[src/rtl/piso_serializer.sv]
// Parallel-in, serial-out transmitter with per-frame bit order and valid/ready handshakes.
// Optional trailing even-parity bit when PISO_SERIALIZER_PARITY_EN is defined.
module piso_serializer #(
    parameter int WIDTH = 8
) (
    input  logic             clk,
    input  logic             rst,
    input  logic             load_valid,
    output logic             load_ready,
    input  logic [WIDTH-1:0] load_data,
    input  logic             load_dir,
    output logic             s_valid,
    output logic             s_data,
    input  logic             s_ready,
    output logic             frame_done,
    output logic             busy
);

    localparam int CNT_W = $clog2(WIDTH);
    localparam logic [CNT_W-1:0] CNT_LAST = CNT_W'(WIDTH - 1);

`ifdef PISO_SERIALIZER_PARITY_EN
    typedef enum logic [1:0] {
        ST_IDLE   = 2'd0,
        ST_SHIFT  = 2'd1,
        ST_PARITY = 2'd2
    } state_t;
`else
    typedef enum logic [1:0] {
        ST_IDLE  = 2'd0,
        ST_SHIFT = 2'd1
    } state_t;
`endif

    function automatic logic parity_even(input logic [WIDTH-1:0] word);
        return ^word;
    endfunction

    state_t             state_r, state_s;
    logic [WIDTH-1:0]   shreg_r, shreg_s;
    logic [CNT_W-1:0]   cnt_r, cnt_s;
    logic               dir_r, dir_s;
    logic               xfer_s;
    logic               s_data_s;
    logic               frame_done_s;
    logic               load_ready_r, s_valid_r, s_data_r, frame_done_r, busy_r;
`ifdef PISO_SERIALIZER_PARITY_EN
    logic               par_r, par_s;
`endif

    assign xfer_s = s_valid_r & s_ready;

    // Next-state, datapath update and the value each registered output takes next cycle.
    always_comb begin
        state_s  = state_r;
        shreg_s  = shreg_r;
        cnt_s    = cnt_r;
        dir_s    = dir_r;
`ifdef PISO_SERIALIZER_PARITY_EN
        par_s    = par_r;
`endif
        case (state_r)
            ST_IDLE: begin
                if (load_valid) begin
                    shreg_s = load_data;
                    dir_s   = load_dir;
                    cnt_s   = CNT_LAST;
`ifdef PISO_SERIALIZER_PARITY_EN
                    par_s   = parity_even(load_data);
`endif
                    state_s = ST_SHIFT;
                end else begin
                    state_s = ST_IDLE;
                end
            end
            ST_SHIFT: begin
                if (xfer_s) begin
                    if (cnt_r != {CNT_W{1'b0}}) begin
                        shreg_s = dir_r ? {1'b0, shreg_r[WIDTH-1:1]}
                                        : {shreg_r[WIDTH-2:0], 1'b0};
                        cnt_s   = cnt_r - CNT_W'(1);
                    end else begin
`ifdef PISO_SERIALIZER_PARITY_EN
                        state_s = ST_PARITY;
`else
                        state_s = ST_IDLE;
`endif
                    end
                end else begin
                    state_s = ST_SHIFT;
                end
            end
`ifdef PISO_SERIALIZER_PARITY_EN
            ST_PARITY: begin
                if (xfer_s) begin
                    state_s = ST_IDLE;
                end else begin
                    state_s = ST_PARITY;
                end
            end
`endif
            default: begin
                state_s = ST_IDLE;
            end
        endcase

        // Serial bit is looked up from the post-update register so it is ready the cycle after.
        case (state_s)
            ST_SHIFT:  s_data_s = dir_s ? shreg_s[0] : shreg_s[WIDTH-1];
`ifdef PISO_SERIALIZER_PARITY_EN
            ST_PARITY: s_data_s = par_s;
`endif
            default:   s_data_s = 1'b0;
        endcase

        if ((state_r != ST_IDLE) && (state_s == ST_IDLE)) begin
            frame_done_s = 1'b1;
        end else begin
            frame_done_s = 1'b0;
        end
    end

    // State, datapath and registered outputs; synchronous reset aborts any frame.
    always_ff @(posedge clk) begin
        if (rst) begin
            state_r      <= ST_IDLE;
            shreg_r      <= {WIDTH{1'b0}};
            cnt_r        <= {CNT_W{1'b0}};
            dir_r        <= 1'b0;
`ifdef PISO_SERIALIZER_PARITY_EN
            par_r        <= 1'b0;
`endif
            load_ready_r <= 1'b1;
            s_valid_r    <= 1'b0;
            s_data_r     <= 1'b0;
            frame_done_r <= 1'b0;
            busy_r       <= 1'b0;
        end else begin
            state_r      <= state_s;
            shreg_r      <= shreg_s;
            cnt_r        <= cnt_s;
            dir_r        <= dir_s;
`ifdef PISO_SERIALIZER_PARITY_EN
            par_r        <= par_s;
`endif
            load_ready_r <= (state_s == ST_IDLE);
            s_valid_r    <= (state_s != ST_IDLE);
            s_data_r     <= s_data_s;
            frame_done_r <= frame_done_s;
            busy_r       <= (state_s != ST_IDLE);
        end
    end

    assign load_ready = load_ready_r;
    assign s_valid    = s_valid_r;
    assign s_data     = s_data_r;
    assign frame_done = frame_done_r;
    assign busy       = busy_r;

endmodule

[config.mk]
export PLATFORM = sky130hd
export DESIGN_NAME = piso_serializer
export DESIGN_NICKNAME = d
export VERILOG_FILES = /design/src/rtl/piso_serializer.sv
export SDC_FILE = /design/constraint.sdc
export NUM_CORES = 1
export LEC_CHECK = 0
export ABC_AREA = 1
export ABC_CLOCK_PERIOD_IN_PS = 1220
export CAP_MARGIN = 20
export CORE_ASPECT_RATIO = 1.1
export CORE_MARGIN = 2
export CORE_UTILIZATION = 37
export DETAILED_ROUTE_END_ITERATION = 8
export PLACE_DENSITY = 0.71
export RECOVER_POWER = 25
export SLEW_MARGIN = 15
export SYNTH_ARGS = -nofsm -noshare
export SYNTH_HDL_FRONTEND = slang
export SYNTH_SLANG_ARGS = --single-unit
export TNS_END_PERCENT = 10
[constraint.sdc]
create_clock -name clk -period 1.22 [get_ports clk]
set_input_delay 0.183 -clock clk [delete_from_list [all_inputs] [get_ports clk]]
set_output_delay 0.183 -clock clk [all_outputs]
set_load 0.01 [all_outputs]
## Yosys cells after proc, flatten, opt, wreduce, memory -nomap -nowiden

Index checks and enable logic that the tools add are counted.

- $add $sub $neg: 1
- Equal/unequal tests: 5
- Muxes and demuxes: 17
- Bitwise gates (word level): 2
- Reductions and logical operators: 9

Operators by type and width:

| kind | count |
|---|---|
| 2-to-1 mux 8 bit | 4 |
| case mux 8 bit (2 select lines) | 1 |
| 2-to-1 mux 3 bit | 3 |
| != test 2 bit (second input constant) | 3 |
| case mux 3 bit (2 select lines) | 1 |
| nonzero test 2 bit | 3 |
| 2-to-1 mux 1 bit | 5 |
| equality test 2 x 1 -> 1 bit (second input constant) | 2 |
| zero test 2 bit | 2 |
| 2-to-1 mux 2 bit | 2 |
| case mux 2 bit (2 select lines) | 1 |
| AND reduction 4 bit | 1 |
| nonzero test 3 bit | 1 |
| subtractor 3 x 1 -> 3 bit (second input constant) | 1 |
| OR reduction 2 bit | 1 |
| bitwise AND 1 bit | 1 |
| logical AND 1 bit | 1 |
| inverter 1 bit | 1 |

- Flip-flop bits (word level): 18
- Input bits: 13
- Output and inout bits: 5
- Word-level logic and storage cells: 43

## Longest topological paths before layout

- Depth in word-level cells: 7
- Mapped depth: 9
- Gate-level depth less buffers: 9

## Worst setup path before layout

No wires, ideal clock.

- Kind: reg-to-reg
- Start point: register cnt_r[0]
- End point: register cnt_r[2]
- Library setup time: 0.115 ns
- Data arrival time: 1.097 ns
- Data required time: 1.105 ns
- Path slack: 0.009 ns
- Stages on the path, launching flop included: 9
- Path buffers: 0
- Clock period less this slack: 1.211 ns
- Cell sequence: dfxtp_1 -> inv_1 -> ha_1 -> nand2_2 -> nand3_4 -> clkinv_4 -> nand3_1 -> nand2_1 -> o21a_1

- Cells in the longest elaborated chain, start to end: 4
- Elaborated cells on any way between the ends: 7
- Those cells by class: 1 x add/sub; 1 x eq/ne; 3 x mux; 2 x reduce/logical

RTL lines:

| item | line | text |
|---|---|---|
| from (decl) | 41 | `logic [CNT_W-1:0] cnt_r, cnt_s;` |
| from (signal assigned) | 128 | `cnt_r <= {CNT_W{1'b0}};` |
| from (signal assigned) | 141 | `cnt_r <= cnt_s;` |
| subtractor 3 x 1 -> 3 bit | 81 | `cnt_s = cnt_r - CNT_W'(1);` |
| 2-to-1 mux 3 bit | 78 | `if (cnt_r != {CNT_W{1'b0}}) begin` |
| 2-to-1 mux 3 bit | 77 | `if (xfer_s) begin` |
| case mux 3 bit (2 select lines) | 62 | `case (state_r)` |

Parallel ways exist; a longest one is shown, timed or not. The select of a mux whose other input is x is not followed.
A chain may end at the register's enable or synchronous reset.

## Worst setup path in the final report

- Start point: register cnt_r[1]
- End point: register cnt_r[2]

The elaborated chain is that of the path after synthesis.

==> reports/metrics.csv <==
metric,value,unit
cts.clk_slew.worst_paths,0.10,ns
numCtsBuffers,3,
multi_input_area,507,sq um
p_seq_frac,0.549,
clk_latency,0.28,ns
fill_cells,234,
area_growth,36.3,%
whs,0.476,ns
drv_cap,0,
postRouteAntennaNets,0,
finalHoldViolations,0,
nets,163,
avgSynthCellArea,7.70,sq um
syn_inst,119,
cts_max_level,1,
fmax,0.829,GHz
r2r_cells,8,
cp-startpoint,cnt_r[1],
start_kind,flip-flop,
place_congestion,0.782,
r2r-start,cnt_r[1],
grt_max_degree,12,
ys_seq_elements,18,
hold_buffers,0,
switchingPower,0.000317,W
synth_cell_types,29,
place_ws,-0.198,ns
die_w,51.4,um
antennaDiodeCount,0,
floorplan.core_area,2300,sq um
p_comb_frac,0.208,
avgViaCountPerCell,4.62,
hold_depth,3,
syn-num-nets,134,
routed-via-count,813,
ios,18,
dp.cells,171,
drive_above_1_share,0.329,
grt_first_pass_wirelength,3220,um
cts_tree,built,
cellLeakagePower,0.546,nW
grt_pass1_vias,795,
outcome,completed,
p_int,0.000856,W
routed_wl,1890,um
drt_iter0_markers,13,
fin_crit,1.21,ns
final_cells,176,
fp.dieH,56.2,um
vdd.ir_drop.worst,562,uV
syn_area,916,sq um
place_hpwl,1460,um
crit_end,cnt_r[2],
slew_violations,0,
rrSetupSlack,0.01,ns
final.setup_skew,0.00450,ns
cts_buffer_depth,2,
numPortBuffers,17,
dr.pass1.iters,4,
wl_per_cell,10.7,um
p_sw_frac,0.270,
pwr-share-clk,0.244,
seq_area_frac_synth,0.393,
finalSetupViolCount,0,
synthFlopType,dfxtp_1,
worstPathMaxFanout,6,
path_class,flip-flop to flip-flop,
overflow,0,
finalCritPeriodShare,0.989,
r2r_end,cnt_r[2],
cp.arrival,1.39,ns
post-route-util,0.544,
grt_usage,0.141,
rows,18,
yosys_warnings,0,
fin_ws,0.0130,ns
start_util,0.399,
antenna_found_initial,0,
clock-sinks,18,
die_area,2890,sq um
hp-class,input pin to flip-flop,
root_buffer,clkbuf_4,
rsz0062_at_grt,true,
end_kind,flip-flop,
drc,0,
synthArstFlopShare,0,
final-seq-area,365,sq um
crit_required,1.41,ns
power_density,939,nW/um^2
synth-edff-count,0,
==> power by group through the flow <==
stage	logic, W	clock network, W	registers (W)
floorplan	0.000128	0	0.000652
global route	0.000270	0.000320	0.000647
detailed placement	0.000229	0	0.000654
finish	0.000244	0.000286	0.000643
global placement	0.000224	0	0.000653
CTS	0.000225	0.000298	0.000640
==> sequential cells by signal, indices dropped and copies added, names as in the netlist <==
name and count:
load_ready 1, busy 1, cnt_r 3, s_data 1
dir_r 1, state_r 2, shreg_r 8, frame_done 1
==> final cells by class <==
cell class,count,share of cell area
sequential,18,0.293
timing repair buffer,27,0.191
multi-input combinational,82,0.406
clock buffer,3,0.0180
tap,30,0.0301
inverter,16,0.0621
==> Yosys cell counts, types with 3 or more instances <==
cell     count  area (sq um)
nand2_4      3          33.8
nand3_1      4          20.0
nor2_2       3          18.8
o21ai_0      3          15.0
nand2_2      6          37.5
inv_1       10          37.5
a31oi_1      7          43.8
nand2_1     34           128
o21ai_1      3          15.0
dfxtp_1     18           360
inv_2        3          11.3
==> metal layers <==
layer  vias up  global-route usage  part of all wire
li1        435                   -                 -
met1       358               0.185              0.46
met4         0              0.0338            0.0069
met3         2              0.0323             0.051
met5         -                   0                 0
met2        18               0.231              0.48
==> how the worst min path moves through the flow <==
stage / startpoint / end / slack, ns
global route: load_data[5] / shreg_r[5] / 0.50
global placement: shreg_r[4] / shreg_r[4] / 0.47
finish: load_data[5] / shreg_r[5] / 0.48
floorplan: rst / cnt_r[0] / 0.26
detailed placement: shreg_r[4] / shreg_r[4] / 0.48
CTS: load_data[5] / shreg_r[5] / 0.48
==> critical path: stages, from the launching register on <==
cell      delay (ns)
dfxtp_2         0.33
inv_2           0.07
ha_4            0.14
nand2_4         0.06
nand3_4         0.14
clkinv_4        0.10
nand3_1         0.07
nand2_1         0.06
o21a_1          0.16
==> stage by stage <==
stage               area (sq um)  setup TNS (ns)  power (W)
floorplan                    916               0   0.000780
global placement            1160           -1.50   0.000877
detailed placement          1160           -1.88   0.000882
CTS                         1180         -0.0364    0.00116
global route                1250          -0.478    0.00124
finish                      1250               0    0.00117
==> cells by family (layout without fill, tap and decap cells) <==
logic type / after synthesis / count (layout) / synth area share
buf+inv: 19 / 46 / 0.101
compound gates: 19 / 19 / 0.133
simple gates: 60 / 60 / 0.342
other cells: 1 / 1 / 0.00409
fa+ha+maj: 2 / 2 / 0.0273
flops: 18 / 18 / 0.393
==> layout by cell type, fill, tap and decap left out <==
master and instances:
a211oi_2 1, a21oi_1 1, a21oi_2 3, a31oi_1 7, buf_4 10, clkbuf_4 3
clkdlybuf4s50_1 12, clkinv_1 1, clkinv_4 2, conb_1 1, dfxtp_1 14, dfxtp_2 4
dlygate4sd2_1 5, ha_1 1, ha_4 1, inv_1 8, inv_2 4, inv_8 1
nand2_1 34, nand2_2 4, nand2_4 5, nand3_1 3, nand3_2 2, nand3_4 1
nand4_1 2, nor2_1 2, nor2_2 2, nor2_4 2, nor3_1 2, o21a_1 1
o21ai_0 3, o21ai_1 1, o21ai_2 2, or2_2 1
==> timing repair <==
item,CTS,global route
endpoints found under the setup margin,14,13
pin swaps,2,10
buffers inserted,0,2
resized for setup,6,17
(Power assumes the default switching activity.)
